===== src/rtl/m68k_bus_arbiter_if.sv =====
// m68k_bus_arbiter_if: handshake and status signals between the 68K bus
// arbiter, the board-side BR/BG/BGACK pins and the bus-cycle engine.
// The arbiter connects through the slave modport; the environment that
// drives requests and observes grants uses the master modport.
interface m68k_bus_arbiter_if;
    logic       M68K_BR_n;
    logic       M68K_BGACK_n;
    logic       op_req;
    logic       cyc_active;
    logic       cyc_end;
    logic       cyc_start_ok;
    logic       M68K_BG_n;
    logic       bus_released;
    logic [2:0] arb_state;
    logic       wd_error;

    modport slave (
        input  M68K_BR_n,
        input  M68K_BGACK_n,
        input  op_req,
        input  cyc_active,
        input  cyc_end,
        output cyc_start_ok,
        output M68K_BG_n,
        output bus_released,
        output arb_state,
        output wd_error
    );

    modport master (
        output M68K_BR_n,
        output M68K_BGACK_n,
        output op_req,
        output cyc_active,
        output cyc_end,
        input  cyc_start_ok,
        input  M68K_BG_n,
        input  bus_released,
        input  arb_state,
        input  wd_error
    );
endinterface


===== src/rtl/m68k_bus_arbiter.sv =====
// m68k_bus_arbiter: clocked owner FSM for the Amiga 68K bus, shared between
// the cycle engine and BR/BG/BGACK DMA masters. BG_n is only asserted at
// cycle boundaries and bus_released tells the pads to tri-state.
// Optional feature: define ARB_BG_WATCHDOG_EN to add a BG-without-BGACK
// watchdog (GRANT times out after BG_TIMEOUT clocks, sticky wd_error).
module m68k_bus_arbiter #(
    parameter int SYNC_STAGES = 2,
    parameter int REARB_CLKS  = 2,
    parameter int BG_TIMEOUT  = 64
) (
    input logic               M68K_CLK,
    input logic               RESET,
    m68k_bus_arbiter_if.slave bus
);

    typedef enum logic [2:0] {
        PI_OWN  = 3'd0,
        DRAIN   = 3'd1,
        GRANT   = 3'd2,
        EXT_OWN = 3'd3,
        REARB   = 3'd4
    } state_t;

    localparam logic [2:0] REARB_LAST = 3'(REARB_CLKS - 1);

    if (SYNC_STAGES < 2 || SYNC_STAGES > 3) begin : g_bad_sync
        $error("m68k_bus_arbiter: SYNC_STAGES must be 2 or 3");
    end
    if (REARB_CLKS < 1 || REARB_CLKS > 7) begin : g_bad_rearb
        $error("m68k_bus_arbiter: REARB_CLKS must be 1..7");
    end
    if (BG_TIMEOUT < 1 || BG_TIMEOUT > 127) begin : g_bad_timeout
        $error("m68k_bus_arbiter: BG_TIMEOUT must fit the 7-bit watchdog");
    end

    logic [SYNC_STAGES-1:0] br_sync_q;
    logic [SYNC_STAGES-1:0] bgack_sync_q;
    logic                   br;
    logic                   bgack;
    state_t                 state_q;
    state_t                 state_d;
    logic                   ready_q;
    logic                   drain_end_q;
    logic                   drain_end_d;
    logic [2:0]             rearb_cnt_q;
    logic [2:0]             rearb_cnt_d;
    logic                   wd_fire;
    logic                   bg_n;
    logic                   released;
    logic                   start_ok;

    // Synchronise the asynchronous BR/BGACK pins; preset to the inactive level
    always_ff @(posedge M68K_CLK or posedge RESET) begin
        if (RESET) begin
            br_sync_q    <= '1;
            bgack_sync_q <= '1;
        end else begin
            br_sync_q    <= {br_sync_q[SYNC_STAGES-2:0], bus.M68K_BR_n};
            bgack_sync_q <= {bgack_sync_q[SYNC_STAGES-2:0], bus.M68K_BGACK_n};
        end
    end

    assign br    = ~br_sync_q[SYNC_STAGES-1];
    assign bgack = ~bgack_sync_q[SYNC_STAGES-1];

    // State, re-arbitration counter and start-up hold-off registers
    always_ff @(posedge M68K_CLK or posedge RESET) begin
        if (RESET) begin
            state_q     <= PI_OWN;
            ready_q     <= 1'b0;
            drain_end_q <= 1'b0;
            rearb_cnt_q <= '0;
        end else begin
            state_q     <= state_d;
            ready_q     <= 1'b1;
            drain_end_q <= drain_end_d;
            rearb_cnt_q <= rearb_cnt_d;
        end
    end

    // Next-state and output decode; outputs depend only on registered state
    // and synchronised pins, plus op_req for the start permission
    always_comb begin
        state_d     = state_q;
        drain_end_d = 1'b0;
        rearb_cnt_d = '0;
        bg_n        = 1'b1;
        released    = 1'b0;
        start_ok    = 1'b0;
        case (state_q)
            PI_OWN: begin
                // ready_q keeps the engine parked for the first clock after reset
                start_ok = ready_q & bus.op_req & ~br;
                if (br) begin
                    // A cycle still on the bus, or one just entering S7, must
                    // finish before BG may go low
                    if (bus.cyc_active || bus.cyc_end) begin
                        state_d     = DRAIN;
                        drain_end_d = bus.cyc_end;
                    end else begin
                        state_d = GRANT;
                    end
                end
            end
            DRAIN: begin
                // drain_end_q remembers an S7 seen on the edge we entered DRAIN
                drain_end_d = drain_end_q;
                if (!br) begin
                    state_d = PI_OWN;
                end else if (bus.cyc_end || drain_end_q) begin
                    state_d = GRANT;
                end
            end
            GRANT: begin
                bg_n     = 1'b0;
                released = 1'b1;
                if (bgack) begin
                    state_d = EXT_OWN;
                end else if (!br || wd_fire) begin
                    state_d = REARB;
                end
            end
            EXT_OWN: begin
                bg_n     = ~br;
                released = 1'b1;
                if (!bgack) begin
                    state_d = br ? GRANT : REARB;
                end
            end
            REARB: begin
                released = 1'b1;
                if (br) begin
                    state_d = GRANT;
                end else if (rearb_cnt_q == REARB_LAST) begin
                    state_d = PI_OWN;
                end else begin
                    rearb_cnt_d = rearb_cnt_q + 3'd1;
                end
            end
            default: begin
                state_d = PI_OWN;
            end
        endcase
    end

`ifdef ARB_BG_WATCHDOG_EN
    localparam logic [6:0] WD_LAST = 7'(BG_TIMEOUT - 1);

    logic [6:0] wd_cnt_q;
    logic [6:0] wd_cnt_d;
    logic       wd_err_q;

    assign wd_fire  = (state_q == GRANT) && br && !bgack && (wd_cnt_q == WD_LAST);
    assign wd_cnt_d = (state_q == GRANT && state_d == GRANT) ? wd_cnt_q + 7'd1 : 7'd0;

    // Count clocks spent in GRANT; the error flag stays set until reset
    always_ff @(posedge M68K_CLK or posedge RESET) begin
        if (RESET) begin
            wd_cnt_q <= '0;
            wd_err_q <= 1'b0;
        end else begin
            wd_cnt_q <= wd_cnt_d;
            if (wd_fire) begin
                wd_err_q <= 1'b1;
            end
        end
    end

    assign bus.wd_error = wd_err_q;
`else
    assign wd_fire      = 1'b0;
    assign bus.wd_error = 1'b0;
`endif

    assign bus.cyc_start_ok = start_ok;
    assign bus.M68K_BG_n    = bg_n;
    assign bus.bus_released = released;
    assign bus.arb_state    = state_q;

endmodule


===== src/flat_wrapper.sv =====
// flat-port wrapper written by rule: the top's interface ports become plain ports
module m68k_bus_arbiter_flat 
#(
    parameter int SYNC_STAGES = 2,
    parameter int REARB_CLKS  = 2,
    parameter int BG_TIMEOUT  = 64
)
  (M68K_CLK, RESET, bus_M68K_BR_n, bus_M68K_BGACK_n, bus_op_req, bus_cyc_active, bus_cyc_end, bus_cyc_start_ok, bus_M68K_BG_n, bus_bus_released, bus_arb_state, bus_wd_error);
  m68k_bus_arbiter_if bus_i ();
  input logic M68K_CLK;
  input logic RESET;
  input wire logic [$bits(bus_i.M68K_BR_n)-1:0] bus_M68K_BR_n;
  input wire logic [$bits(bus_i.M68K_BGACK_n)-1:0] bus_M68K_BGACK_n;
  input wire logic [$bits(bus_i.op_req)-1:0] bus_op_req;
  input wire logic [$bits(bus_i.cyc_active)-1:0] bus_cyc_active;
  input wire logic [$bits(bus_i.cyc_end)-1:0] bus_cyc_end;
  output wire logic [$bits(bus_i.cyc_start_ok)-1:0] bus_cyc_start_ok;
  output wire logic [$bits(bus_i.M68K_BG_n)-1:0] bus_M68K_BG_n;
  output wire logic [$bits(bus_i.bus_released)-1:0] bus_bus_released;
  output wire logic [$bits(bus_i.arb_state)-1:0] bus_arb_state;
  output wire logic [$bits(bus_i.wd_error)-1:0] bus_wd_error;
  assign bus_i.M68K_BR_n = bus_M68K_BR_n;
  assign bus_i.M68K_BGACK_n = bus_M68K_BGACK_n;
  assign bus_i.op_req = bus_op_req;
  assign bus_i.cyc_active = bus_cyc_active;
  assign bus_i.cyc_end = bus_cyc_end;
  assign bus_cyc_start_ok = bus_i.cyc_start_ok;
  assign bus_M68K_BG_n = bus_i.M68K_BG_n;
  assign bus_bus_released = bus_i.bus_released;
  assign bus_arb_state = bus_i.arb_state;
  assign bus_wd_error = bus_i.wd_error;
  m68k_bus_arbiter #(.SYNC_STAGES(SYNC_STAGES), .REARB_CLKS(REARB_CLKS), .BG_TIMEOUT(BG_TIMEOUT)) u_core (.M68K_CLK(M68K_CLK), .RESET(RESET), .bus(bus_i));
endmodule

===== config.mk =====
export PLATFORM = sky130hd
export DESIGN_NAME = m68k_bus_arbiter_flat
export DESIGN_NICKNAME = d
export VERILOG_FILES = /design/src/rtl/m68k_bus_arbiter_if.sv /design/src/rtl/m68k_bus_arbiter.sv /design/src/flat_wrapper.sv
export SDC_FILE = /design/constraint.sdc
export NUM_CORES = 1
export LEC_CHECK = 0
export ABC_AREA = 1
export BUFFER_PORTS_ARGS = -buffer_cell sky130_fd_sc_hd__buf_2
export CAP_MARGIN = 10
export CORE_AREA = 2 2 39 41
export CTS_BUF_LIST = sky130_fd_sc_hd__clkbuf_4
export DETAILED_ROUTE_END_ITERATION = 8
export DIE_AREA = 0 0 41 43
export GPL_TIMING_DRIVEN = 1
export PLACE_DENSITY = 0.67
export SYNTH_ARGS = -nofsm -noshare
export SYNTH_HDL_FRONTEND = slang
export SYNTH_SLANG_ARGS = --single-unit

===== constraint.sdc =====
create_clock -name M68K_CLK -period 1.8 [get_ports M68K_CLK]
set_input_delay 0.09 -clock M68K_CLK [delete_from_list [all_inputs] [get_ports M68K_CLK]]
set_output_delay 0.09 -clock M68K_CLK [all_outputs]
set_load 0.02 [all_outputs]

* Word-level counts from Yosys, hierarchy flattened
Cells that the tools add are included.
** Storage, ports and cells
- Flip-flop bits (word level) :: 12
- Latch bits :: 0
- Memory bits (writable) :: 0
- ROM bits :: 0
- Bits of input ports :: 7
- Output and inout port bits :: 7
- Memories :: 0
** Operators by class
- $add $sub $neg :: 1
- Multiply operators :: 0
- Div/mod/pow operators :: 0
- Order comparisons :: 0
- Equal/unequal tests :: 10
- Shifts and indexed selects :: 0
- Muxes and demuxes :: 20
- Bitwise logic cells :: 2
- Reduce and logical (&&, ||, !) cells :: 5
** Operator list (number)
- $mux W3 :: 12
- $pmux W3 S5 :: 1
- $eq A3 B1 Y1 const B :: 2
- $eq A3 B2 Y1 const B :: 2
- $reduce_and A5 Y1 :: 1
- $mux W1 :: 4
- $pmux W1 S2 :: 2
- $add A3 B1 Y3 const B :: 1
- $eq A3 B3 Y1 const B :: 1
- $logic_not A3 Y1 :: 1
- $ne A3 B1 Y1 const B :: 1
- $ne A3 B2 Y1 const B :: 1
- $ne A3 B3 Y1 const B :: 1
- $reduce_or A3 Y1 :: 1
- $and A1 B1 Y1 :: 2
- $logic_or A1 B1 Y1 :: 2
- $mux W2 :: 1
- $ne A2 B1 Y1 const B :: 1
- $ne A2 B2 Y1 const B :: 1

* Logic depth before layout (Yosys ltp)
- Depth in word-level cells :: 4
- Mapped depth :: 9

* Worst setup path before layout
Ideal clock, no wire load.
- Path kind :: register to output
- Start point :: register u_core.state_q[0], in the netlist u_core.bus.arb_state[0]
- End point :: output bus_cyc_start_ok
- Arrival time :: 1.163 ns
- Required time :: 1.710 ns
- Path slack :: 0.547 ns
- Cell stages (with the launch flop) :: 5
- Path buffers :: 1
- Path through :: dfrtp_1 buf_6 nor2_2 nand3_1 nor2_1
** On the way
- Cells in the longest elaborated chain, start to end :: 2
** RTL lines
- from (decl) :: line m68k_bus_arbiter.sv:40 : state_t state_q;
- from (signal assigned) :: line m68k_bus_arbiter.sv:74 : state_q <= state_d;
- $logic_not A3 Y1 :: line m68k_bus_arbiter.sv:90 : case (state_q)
- $mux W1 :: line m68k_bus_arbiter.sv:90
- to (decl) :: line flat_wrapper.sv:17 : output wire logic [$bits(bus_i.cyc_start_ok)-1:0] bus_cyc_start_ok;
Every way passes these cells.

* Worst setup path in the final report
Same ends and word-level chain as after synthesis.

==> flow_metrics.tcl <==
set metrics [dict create \
    status "completed" \
    fp.coreArea_sq_um 1380 \
    timing.critical_path.from "u_core.bus.arb_state[0]" \
    filler_cell_count 140 \
    ys_seq_elements 12 \
    peakVddDrop_mv 0.651 \
    max-cap-violations 0 \
    htreeDepth 1 \
    fmax_mhz 695 \
    grt_setup_unrepaired "no" \
    synth_area_sq_um 616 \
    multiInputGateArea_sq_um 254 \
    yosysTopAreaCell "dfrtp_1" \
    synthTopCellsByCount "nand2_1, nor2_1, inv_1, nand3_1, dfrtp_1" \
    routabilityCongestion 0.756 \
    period_share_pct 79.9 \
    critical_path_class "flop to output port" \
    ys.flop_type "dfrtp_1" \
    drive_above_1_share_pct 28.1 \
    netlist_instances 79 \
    crit_path_start_kind "flop" \
    fp-row-count 14 \
    synth_edf_count 0 \
    synth_warnings 0 \
    crit_path_end_kind "output port" \
    cts_max_path_buffers 2 \
    die_h_um 43 \
    regArea_sq_um 305 \
    synth.most_common_cell "nand2_1" \
    vias_per_cell 4.61 \
    drt_pass1_iterations 2 \
    clock-sinks 12 \
    hp-class "input port to flop" \
    crit_arrival_ns 1.35 \
    tns_ns 0 \
    die_w_um 41 \
    syn_nets 86 \
    fin_crit_ns 1.44 \
    die_area_sq_um 1760 \
    r2r-start "u_core.bus.arb_state[0]" \
    synth_area_leaders "dfrtp_1, dfstp_2, nand2_1" \
    dpl.cell_count 105 \
    skew_ns 0.00904 \
    cts_root_buf "clkbuf_4" \
    boundaryPins 14 \
    grt_max_degree 13 \
    nets 104 \
    drtAntennaViolNets 0 \
    dpl_worst_slack_ns 0.579 \
    clock_latency_ns 0.28 \
    worst_slack_ns 0.361 \
    finalSetupViolCount 0 \
    min_path_cells 3 \
    numCtsBuffers 3 \
    reg2reg_depth 7 \
    ys_types 16 \
    vias 516 \
    drc_errors 0 \
    grt_pass1_wl_um 2020 \
    antenna_found_initial 0 \
    grt_pass1_vias 527 \
    hold_start "bus_cyc_end" \
    hold_viol_final 0 \
    synth_top_area_share_pct 32.5 \
    maxSlewViolCount 0 \
    cts_tree "done" \
    whs_ns 0.109 \
    powerDensity_nw_per_um2 1420 \
    synth.avg_cell_area_sq_um 7.79 \
    area_delta_synth_final_pct 19.1 \
    postCtsSetupRepairBufs 0 \
    yosysSeqAreaShare_pct 49.6 \
    p_leak_uw 0.000397 \
    io_buffer_count 12 \
    fin_cells 112 \
    drt_iter0_drc 4 \
    grt_util_all_layers_pct 17.5 \
    synthArstFlopShare_pct 100 \
    wl_um 1110 \
    path_clk_slew_ns 0.08 \
    antenna_cells 0 \
    cp.required_ns 1.71 \
    hpwl_um 856 \
    start_util_pct 44.5 \
    grt_overflow_total 0 \
    path_max_fanout 9 \
    routedWlPerCell_um 9.91 \
]
[per-layer routing]
metal	global-route usage, %	up-vias	routed length, um
met2	26.9	16	518
met5	0	-	0
met1	21.0	223	503
li1	-	272	-
met4	12.0	0	38
met3	3.14	5	49
[final cells by class]
class                   count  area share [%]
clock buffers               3            3.07
well taps                  16            2.73
repair buffers             15            12.3
multi-input cells          55            34.6
clock inverters             1           0.512
inverters                  10            5.12
flip-flops and latches     12            41.6
[what timing repair did]
item / CTS / global route
endpoints found under the hold margin: 10 / 0
hold buffers: 3 / 0
gates resized for setup: 0 / 0
[flip-flops by register name, summed over array words and instances, names as in the netlist]
| name | flops |
|---|---|
| u_core.bgack_sync_q | 2 |
| u_core.ready_q | 1 |
| u_core.rearb_cnt_q | 3 |
| u_core.br_sync_q | 2 |
| u_core.drain_end_q | 1 |
| u_core.bus.arb_state | 3 |
[metrics by stage]
step	utilization (%)	power, uW	area (sq um)
after floorplan	-	771	616
after global placement	48.9	871	677
after detailed placement	48.9	883	677
after CTS	53.0	1060	733
after global routing	53.0	1150	733
final	53.0	1040	733
[report_power, final]
group	total (uW)	leakage (uW)	internal (uW)	switching [uW]
registers	400	0.000148	322	78.2
logic	476	0.000234	165	311
clock network	167	0.0000154	80.3	86.7
total	1040	0.000397	567	476
[critical path, stage by stage (launching register included)]
cell and delay, ns:
dfrtp_1 0.48, nor2_2 0.22, nand3_1 0.12, nor2_1 0.10, buf_2 0.17
[cells in the final DEF, fill, tap and decap left out]
master         count
a21oi_1            1
buf_2             12
clkbuf_4           3
clkinv_1           1
conb_1             2
dfrtp_1            8
dfstp_2            4
dlygate4sd3_1      3
inv_1             10
nand2_1           19
nand2_2            3
nand3_1           10
nor2_1            11
nor2_2             3
nor2_4             1
o21ai_0            3
or2_2              1
xor2_1             1
[cell families (layout without fill, tap and decap cells)]
logic type,after synthesis,in the layout,share of synthesized area (%)
flops,12,12,49.6
xor+xnor,1,1,1.42
buf+inv,12,29,9.15
other cells,2,2,1.22
simple gates,48,48,35.4
compound gates,4,4,3.25
[final timing paths]
check	slack (ns)	to
min in group asynchronous	0.35	u_core.ready_q
worst max-delay path	0.36	bus_cyc_start_ok
worst max register to register	0.58	u_core.bus.arb_state[0]
max in group asynchronous	1.11	u_core.br_sync_q[0]
worst min register to register	0.36	u_core.bgack_sync_q[1]
worst min-delay path	0.11	u_core.drain_end_q
(Power assumes the default switching activity.)
